`src/rtl/adder_seq_pkg.sv`:
```
// Shared types and constants for the adder operand sequencer.
package adder_seq_pkg;

    typedef enum logic [1:0] {
        IDLE = 2'd0,
        WAIT = 2'd1,
        DONE = 2'd2
    } state_t;

    localparam logic OP_ADD = 1'b0;
    localparam logic OP_SUB = 1'b1;

    localparam int unsigned COUNT_W = 16;

endpackage

```
`src/rtl/adder_flag_calc.sv`:
```
// Combinational status flags for an adder/subtractor result.
module adder_flag_calc
    import adder_seq_pkg::*;
#(
    parameter int unsigned WIDTH = 64
) (
    input  logic             a_msb,
    input  logic             b_msb,
    input  logic             op,
    input  logic [WIDTH-1:0] sum,
    output logic             zero_c,
    output logic             neg_c,
    output logic             ovf_c
);

    // Zero/negative from the result; overflow from operand and result signs.
    always_comb begin
        zero_c = (sum == '0);
        neg_c  = sum[WIDTH-1];
        if (op == OP_ADD) begin
            ovf_c = (a_msb == b_msb) && (sum[WIDTH-1] != a_msb);
        end else begin
            ovf_c = (a_msb != b_msb) && (sum[WIDTH-1] != a_msb);
        end
    end

endmodule

```
`src/rtl/adder_operand_sequencer.sv`:
```
// Registered, back-pressured operand and result path around a fixed-latency adder.
module adder_operand_sequencer
    import adder_seq_pkg::*;
#(
    parameter int unsigned WIDTH   = 64,
    parameter int unsigned LATENCY = 1
) (
    input  logic                 clk,
    input  logic                 rst,
    input  logic                 in_valid,
    output logic                 in_ready,
    input  logic [WIDTH-1:0]     in_a,
    input  logic [WIDTH-1:0]     in_b,
    input  logic                 in_op,
    output logic [WIDTH-1:0]     add_a,
    output logic [WIDTH-1:0]     add_b,
    output logic                 add_op,
    input  logic [WIDTH-1:0]     add_sum,
    input  logic                 add_carry,
    output logic                 out_valid,
    input  logic                 out_ready,
    output logic [WIDTH-1:0]     out_sum,
    output logic                 out_carry,
    output logic                 out_zero,
    output logic                 out_neg,
    output logic                 out_ovf,
    output logic [COUNT_W-1:0]   op_count
);

    // Cleared on entry to WAIT, so it never needs to count past LATENCY.
    localparam int unsigned CNT_W = $clog2(LATENCY + 2);

    state_t             state;
    state_t             next_state;
    logic [CNT_W-1:0]   cnt;
    logic               accept;
    logic               capture;
    logic               consume;
    logic               flag_zero;
    logic               flag_neg;
    logic               flag_ovf;

    // State register.
    always_ff @(posedge clk) begin
        if (rst) begin
            state <= IDLE;
        end else begin
            state <= next_state;
        end
    end

    // Next-state logic.
    always_comb begin
        next_state = state;
        case (state)
            IDLE:    if (in_valid)                    next_state = WAIT;
            WAIT:    if (cnt == CNT_W'(LATENCY))      next_state = DONE;
            DONE:    if (out_ready)                   next_state = IDLE;
            default:                                  next_state = IDLE;
        endcase
    end

    // Handshake outputs and datapath enables decoded from the state register.
    always_comb begin
        in_ready  = 1'b0;
        out_valid = 1'b0;
        accept    = 1'b0;
        capture   = 1'b0;
        consume   = 1'b0;
        case (state)
            IDLE: begin
                in_ready = 1'b1;
                accept   = in_valid;
            end
            WAIT: begin
                capture = (cnt == CNT_W'(LATENCY));
            end
            DONE: begin
                out_valid = 1'b1;
                consume   = out_ready;
            end
            default: begin
                in_ready = 1'b0;
            end
        endcase
    end

    // Flags are derived from the operands currently held at the adder.
    adder_flag_calc #(
        .WIDTH (WIDTH)
    ) u_flag_calc (
        .a_msb  (add_a[WIDTH-1]),
        .b_msb  (add_b[WIDTH-1]),
        .op     (add_op),
        .sum    (add_sum),
        .zero_c (flag_zero),
        .neg_c  (flag_neg),
        .ovf_c  (flag_ovf)
    );

    // Wait counter: cleared on acceptance, advances while waiting for the adder.
    always_ff @(posedge clk) begin
        if (rst) begin
            cnt <= '0;
        end else if (accept) begin
            cnt <= '0;
        end else if (state == WAIT && !capture) begin
            cnt <= cnt + CNT_W'(1);
        end
    end

    // Operand registers: load only on acceptance, otherwise hold.
    always_ff @(posedge clk) begin
        if (rst) begin
            add_a  <= '0;
            add_b  <= '0;
            add_op <= OP_ADD;
        end else if (accept) begin
            add_a  <= in_a;
            add_b  <= in_b;
            add_op <= in_op;
        end
    end

    // Result registers: load once the adder latency has elapsed.
    always_ff @(posedge clk) begin
        if (rst) begin
            out_sum   <= '0;
            out_carry <= 1'b0;
            out_zero  <= 1'b0;
            out_neg   <= 1'b0;
            out_ovf   <= 1'b0;
        end else if (capture) begin
            out_sum   <= add_sum;
            out_carry <= add_carry;
            out_zero  <= flag_zero;
            out_neg   <= flag_neg;
            out_ovf   <= flag_ovf;
        end
    end

    // Completed output handshakes, wrapping at the counter width.
    always_ff @(posedge clk) begin
        if (rst) begin
            op_count <= '0;
        end else if (consume) begin
            op_count <= op_count + COUNT_W'(1);
        end
    end

endmodule

```
`config.mk`:
```
export PLATFORM = sky130hd
export DESIGN_NAME = adder_operand_sequencer
export DESIGN_NICKNAME = d
export VERILOG_FILES = /design/src/rtl/adder_seq_pkg.sv /design/src/rtl/adder_flag_calc.sv /design/src/rtl/adder_operand_sequencer.sv
export SDC_FILE = /design/constraint.sdc
export NUM_CORES = 1
export LEC_CHECK = 0
export ABC_AREA = 1
export CORE_ASPECT_RATIO = 0.5
export CORE_MARGIN = 1.5
export CORE_UTILIZATION = 40
export DETAILED_ROUTE_END_ITERATION = 16
export GPL_TIMING_DRIVEN = 1
export PLACE_DENSITY_LB_ADDON = 0.25
export SYNTH_ARGS = -nofsm -noshare
export SYNTH_HDL_FRONTEND = slang
export SYNTH_SLANG_ARGS = --single-unit
```
`constraint.sdc`:
```
create_clock -name clk -period 1.4 [get_ports clk]
set_input_delay 0.28 -clock clk [delete_from_list [all_inputs] [get_ports clk]]
set_output_delay 0.28 -clock clk [all_outputs]
set_load 0.01 [all_outputs]
```
==> impl_metrics.ini, run 1 <==
[run_status]
outcome = complete, no violations

[synth]
cells_after_synthesis = 1048
yosysTopAreaCell = dfxtp_1
netlist_top_cells_area = dfxtp_1, nor2_1, o21ai_0
postSynthRegisterBits = 216
total_nets_after_synthesis = 1248
syn-mean-instance-area_um2 = 7.70
post-synth-top-area-fraction = 0.536
synthesis.yosys.warnings = 0
synth.lib_cells_used.distinct = 32
netlist_area_um2 = 8070
ys_seq_area_frac = 0.536

[drt]
wirelength_mm = 26.8
wl_per_cell_um = 15.3
firstDrtPassIters = 5
route.vias.total = 8345
route.detailed.vias_per_inst = 4.76
drc_errors = 0
detailedRoute.firstIterationViolations = 337
number_of_nets_with_antenna_violations_after_routing = 0

[global_routing]
vias_in_the_first_global_route = 7922
global_route.usage.met2 = 0.449
globalRouteMet3Util = 0.0614
grtUsageMet1 = 0.255
grt_util_all_layers = 0.234
grt_busiest_layer = met2
first_pass_grt_wire_length_mm = 39.7
total_congestion_overflow_after_global_routing = 0
grt_start_max_net_pins = 61
number_of_antenna_violations_at_the_first_check_in_global_routing = 0

[placement]
dp_hpwl_mm = 19.8
gp_routability_congestion = 0.859
place.port_buffers = 412
place_ws_ns = -0.205

[sta]
final.period_utilization = 0.996
skew_ns = 0.00957
timing.slew.headroom = 0.783
worst_case_hold_slack_ns = 0.386
fin_crit_ns = 1.39
final_hold_violation_count = 0
worst_slew_pin_slew_ns = 0.323
fin_ws_ns = 0.00608
setup-violations-final = 0
count_of_final_max_slew_check_failures = 0
clock.fmax_mhz = 717
grt_setup_unrepaired = true

[cts]
worst_skew_pair.late_latency_ns = 0.48
cts_buffer_depth = 3
clkTransAtPathRegs_ns = 0.06
htreeDepth = 1
cts-root-buf = clkbuf_16
cts_inserted_buffers = 20
cts_tree = yes
cts_num_sinks = 216

[setup_path]
timing.critical_path.mode_cell = buf_12
critical-path-slowest-cell = dfxtp_4
setup_crit_path_kind = flip-flop to flip-flop
crit_fanout = 24
cp_cell_sequence = nor2_4 > buf_4 > nand2_4 > buf_12 > buf_12 > o21ai_0 > nor2_1
cp_slowest_stage_delay_ns = 0.37
critPathArrivalTime_ns = 1.77
crit_family = buffers and inverters
worstPathBufferInverterCount = 3
cp-start-kind = flip-flop
critPathRequiredTime_ns = 1.77
endpoint_kind = flip-flop

[floorplanning]
floorplan.io_pins = 413
die_height_um = 103
fp.dieW_um = 204
initial_utilization = 0.412
core-area_um2 = 19600
rows = 36
design.die.area_um2 = 21100

[pwr]
cell_internal_power_dissipation_mw = 10.8
power_frac_seq = 0.466
leakage_power_total_nw = 5.70
p_switching_mw = 3.71
total_power_mw = 14.5
clock_power_share = 0.359
irDropWorstVdd_uv = 714
power_frac_comb = 0.175
cellPowerDensity_nw_per_um2 = 1100
switching_share = 0.255

[finish]
final_layout_size_suffix_gt1_frac = 0.160
util_after_layout = 0.675
antenna_cells_inserted = 0
syn2layout_area_growth_pct = 63.9
nets = 1675

[worst_hold_path]
hold_class = input port to flip-flop

[flow_run]
cap_violations = 0
## cell usage in the layout, fill, tap and decap left out, types with 4 or more instances in the layout
| cell type | netlist | routed |
|---|---|---|
| buf_12 | 0 | 16 |
| nand3_1 | 8 | 8 |
| buf_6 | 18 | 5 |
| clkbuf_16 | 0 | 23 |
| clkbuf_1 | 28 | 5 |
| clkdlybuf4s15_1 | 0 | 104 |
| clkdlybuf4s15_2 | 0 | 18 |
| buf_2 | 7 | 4 |
| nor3_1 | 5 | 5 |
| nor2_4 | 6 | 8 |
| buf_4 | 5 | 36 |
| nor2_2 | 1 | 10 |
| nand2_1 | 43 | 43 |
| dfxtp_4 | 0 | 6 |
| clkinv_2 | 0 | 5 |
| clkdlybuf4s50_1 | 0 | 197 |
| dfxtp_2 | 0 | 15 |
| o21ai_0 | 199 | 143 |
| clkbuf_2 | 9 | 66 |
| o21ai_2 | 0 | 5 |
| dlygate4sd2_1 | 0 | 22 |
| nor2_1 | 435 | 424 |
| inv_1 | 26 | 22 |
| o21ai_1 | 2 | 53 |
| dfxtp_1 | 216 | 195 |
| a21oi_1 | 14 | 14 |
## synthesized netlist by cell type
master,count
buf_2,7
o21a_1,2
ha_1,2
a21boi_0,1
nor2_1,435
buf_6,18
or2_0,1
nand3_2,2
clkbuf_4,1
xnor2_1,1
nand3_1,8
nor4_1,1
nand4_1,2
clkbuf_1,28
nor2_2,1
o21ai_0,199
nand2_4,1
clkbuf_2,9
nand3_4,1
inv_1,26
nand2_1,43
inv_2,2
xor2_1,1
o21ai_1,2
nor2_4,6
nor3_1,5
a211oi_1,3
dfxtp_1,216
nand2_2,3
nor3b_1,2
a21oi_1,14
buf_4,5
## sequential cells by signal (all words and copies together) (netlist names)
register	flops
add_a	64
add_b	64
out_sum	64
op_count	16
cnt	2
state	2
add_op	1
out_carry	1
out_ovf	1
out_zero	1
## metal layers
| layer | wire (µm) | part of all wire | up-vias |
|---|---|---|---|
| li1 | - | - | 4215 |
| met1 | 10600 | 0.40 | 3838 |
| met2 | 13700 | 0.51 | 240 |
| met3 | 1690 | 0.063 | 52 |
| met4 | 807 | 0.030 | 0 |
| met5 | 0 | 0 | - |
## cells by family after synthesis
kind of cell | share of synthesized area
simple gates | 0.253
xor+xnor | 0.00217
compound gates | 0.139
fa+ha+maj | 0.00310
buf+inv | 0.0667
flops | 0.536
## stage by stage
stage               cells  cell area [µm²]  TNS (ns)
detailed placement   1714            12700    -18.87
global route         1754            13200     -1.03
finish               1754            13200         0
floorplan            1048             8070         0
CTS                  1750            13300    -0.240
global placement     1714            12700    -14.28
## path summary, 6_finish.rpt
kind,from,endpoint,slack [ns],cells after the start
setup / recovery,state[0]$_SDFFE_PP0P_,add_b[59]$_SDFFE_PP0P_,0.006,7
hold / removal,add_sum[3],out_sum[3]$_SDFFE_PP0P_,0.39,3
setup reg to reg,state[0]$_SDFFE_PP0P_,add_b[59]$_SDFFE_PP0P_,0.006,7
hold reg to reg,op_count[9]$_SDFFE_PP0P_,op_count[9]$_SDFFE_PP0P_,0.46,1
## worst register-to-register path, stage by stage (launching register included)
cell     delay, ns
dfxtp_4       0.37
nor2_4        0.13
buf_4         0.14
nand2_4       0.07
buf_12        0.17
buf_12        0.16
o21ai_0       0.19
nor2_1        0.06
## power groups by stage
stage | Sequential, mW | Clock [mW] | Combinational, mW
final | 6.75 | 5.21 | 2.54
after global placement | 6.87 | 0 | 2.68
after CTS | 6.75 | 5.36 | 2.53
after detailed placement | 6.89 | 0 | 2.73
after global routing | 6.79 | 5.59 | 2.78
after floorplan | 7.06 | 0 | 0.852
## area by class of cell
type	instances	area [µm²]
fillers	1646	6380
repair buffers	473	4500
flip-flops and latches	216	4370
multi-input cells	736	3280
clock buffers	29	586
well taps	266	333
inverters	28	118
clock inverters	6	32.5
## timing repair
| item | in CTS | in global routing |
|---|---|---|
| buffers inserted | 1 | 2 |
| setup endpoints to repair | 248 | 219 |
| gates cloned | 0 | 2 |
| pin swaps | 2 | 6 |
| gates resized for setup | 373 | 250 |
| hold buffers | 0 | 0 |
No activity file was read; power rests on OpenSTA's default activity.
==> run 2: changes to the inputs <==
CORE_AREA = 2 2 159 161   (was default)
CORE_ASPECT_RATIO = default   (was 0.5)
CORE_MARGIN = default   (was 1.5)
CORE_UTILIZATION = default   (was 40)
CTS_CLUSTER_DIAMETER = 40   (was default)
DIE_AREA = 0 0 161 163   (was default)
==> impl_metrics.ini, run 2 (synthesis results as in run 1) <==
[setup_path]
critPathArrivalTime_ns = 1.13
critPathRequiredTime_ns = 1.12
timing.reg2reg.setup_slack_ns = 0.03
endpoint_kind = primary output
crit_fanout = 3
setup_crit_path_kind = flip-flop to primary output
cp-start-kind = flip-flop

[sta]
skew_ns = 0.0106
grt_setup_unrepaired = true
worst_case_hold_slack_ns = 0.375
fin_ws_ns = -0.00500
count_of_final_max_slew_check_failures = 0
worst_slew_pin_slew_ns = 0.346
setup-violations-final = 1
final.period_utilization = 1.00
fin_crit_ns = 1.41
timing.slew.headroom = 0.769
final_hold_violation_count = 0
total_negative_setup_slack_ns = -0.00500
clock.fmax_mhz = 712

[pwr]
p_switching_mw = 4.44
switching_share = 0.244
cell_internal_power_dissipation_mw = 13.8
leakage_power_total_nw = 5.99
total_power_mw = 18.2
power_frac_comb = 0.137
irDropWorstVdd_uv = 1050
power_frac_seq = 0.371
cellPowerDensity_nw_per_um2 = 1310
clock_power_share = 0.492

[run_status]
violations = setup timing
outcome = finished, violations left

[global_routing]
total_congestion_overflow_after_global_routing = 0
first_pass_grt_wire_length_mm = 43.5
number_of_antenna_violations_at_the_first_check_in_global_routing = 1
grt_util_all_layers = 0.205
grt_start_max_net_pins = 73
vias_in_the_first_global_route = 8222

[finish]
nets = 1697
commonest_non_fill_non_tap_cells_in_the_layout = nor2_1, clkdlybuf4s50_1, dfxtp_1, o21ai_0, clkdlybuf4s15_1
most_common_library_cell_in_the_layout_ignoring_fill_and_taps = nor2_1
final_layout_size_suffix_gt1_frac = 0.177
syn2layout_area_growth_pct = 71.8
biggestRegsByFlops = add_a x64, add_b x64, out_sum x64

[floorplanning]
fp.dieW_um = 161
rows = 58
core-area_um2 = 24700
die_height_um = 163
design.die.area_um2 = 26200
floorplan.io_pins = 413
initial_utilization = 0.327

[placement]
dp_hpwl_mm = 19.8
gp_routability_congestion = 0.836
place_ws_ns = -0.346
place.port_buffers = 412

[drt]
number_of_nets_with_antenna_violations_after_routing = 0
drc_errors = 0
route.detailed.vias_per_inst = 4.52
wl_per_cell_um = 15.0
route.vias.total = 8384
wirelength_mm = 27.8
detailedRoute.firstIterationViolations = 438
firstDrtPassIters = 7

[cts]
worst_skew_pair.late_latency_ns = 0.49
cts_buffer_depth = 3
clkTransAtPathRegs_ns = 0.05
cts_tree = yes
cts_num_sinks = 216
cts_inserted_buffers = 37
cts-root-buf = clkbuf_16
htreeDepth = 2

[flow_run]
cap_violations = 0

[worst_hold_path]
hold_class = input port to flip-flop
## run 2: power groups by stage
stage / clock network, mW / registers (mW) / logic [mW]
3_3_place_gp: 0 / 6.86 / 2.68
5_1_grt: 9.44 / 6.79 / 2.75
6_report: 8.95 / 6.75 / 2.50
4_1_cts: 9.15 / 6.75 / 2.51
2_1_floorplan: 0 / 7.06 / 0.852
3_5_place_dp: 0 / 6.88 / 2.70
## run 2: routing by layer
layer,vias to the layer above,part of all wire,track usage
met5,-,0,0
met2,310,0.49,0.365
met1,3757,0.39,0.228
met3,63,0.086,0.0703
li1,4254,-,-
met4,0,0.033,0.0751
## run 2: final timing paths
| kind | start | to | cells after the start |
|---|---|---|---|
| max | state[1]$_SDFFE_PP0P_ | out_valid | 3 |
| max reg2reg | state[1]$_SDFFE_PP0P_ | add_a[54]$_SDFFE_PP0P_ | 6 |
| min | add_sum[3] | out_sum[3]$_SDFFE_PP0P_ | 3 |
| min reg2reg | out_zero$_SDFFE_PP0P_ | out_zero$_SDFFE_PP0P_ | 2 |
## run 2: worst max-delay path, stage by stage, from the launching register on
cell	delay, ns
dfxtp_4	0.37
inv_4	0.04
nor2_4	0.11
buf_6	0.12
## run 2: timing repair
action,in CTS,in global routing
setup buffers,5,4
hold buffers,0,0
pin swaps,1,6
resized for setup,381,239
gates cloned,1,0
setup endpoints to repair,281,283
## run 2: through the flow
step                instances  utilization  instance area, µm²
floorplan                1048            -                8070
CTS                      1848        0.567               14000
detailed placement       1778        0.516               12700
global route             1853        0.562               13900
finish                   1853        0.562               13900
global placement         1778        0.516               12700
## run 2: final cells by class
type / instances / area, µm²
fill: 2342 / 10800
timing repair buffer: 478 / 4450
sequential: 216 / 4370
multi-input combinational: 736 / 3260
clock buffer: 43 / 1010
tap: 330 / 413
clock inverter: 21 / 239
inverter: 28 / 115
antenna: 1 / 2.50
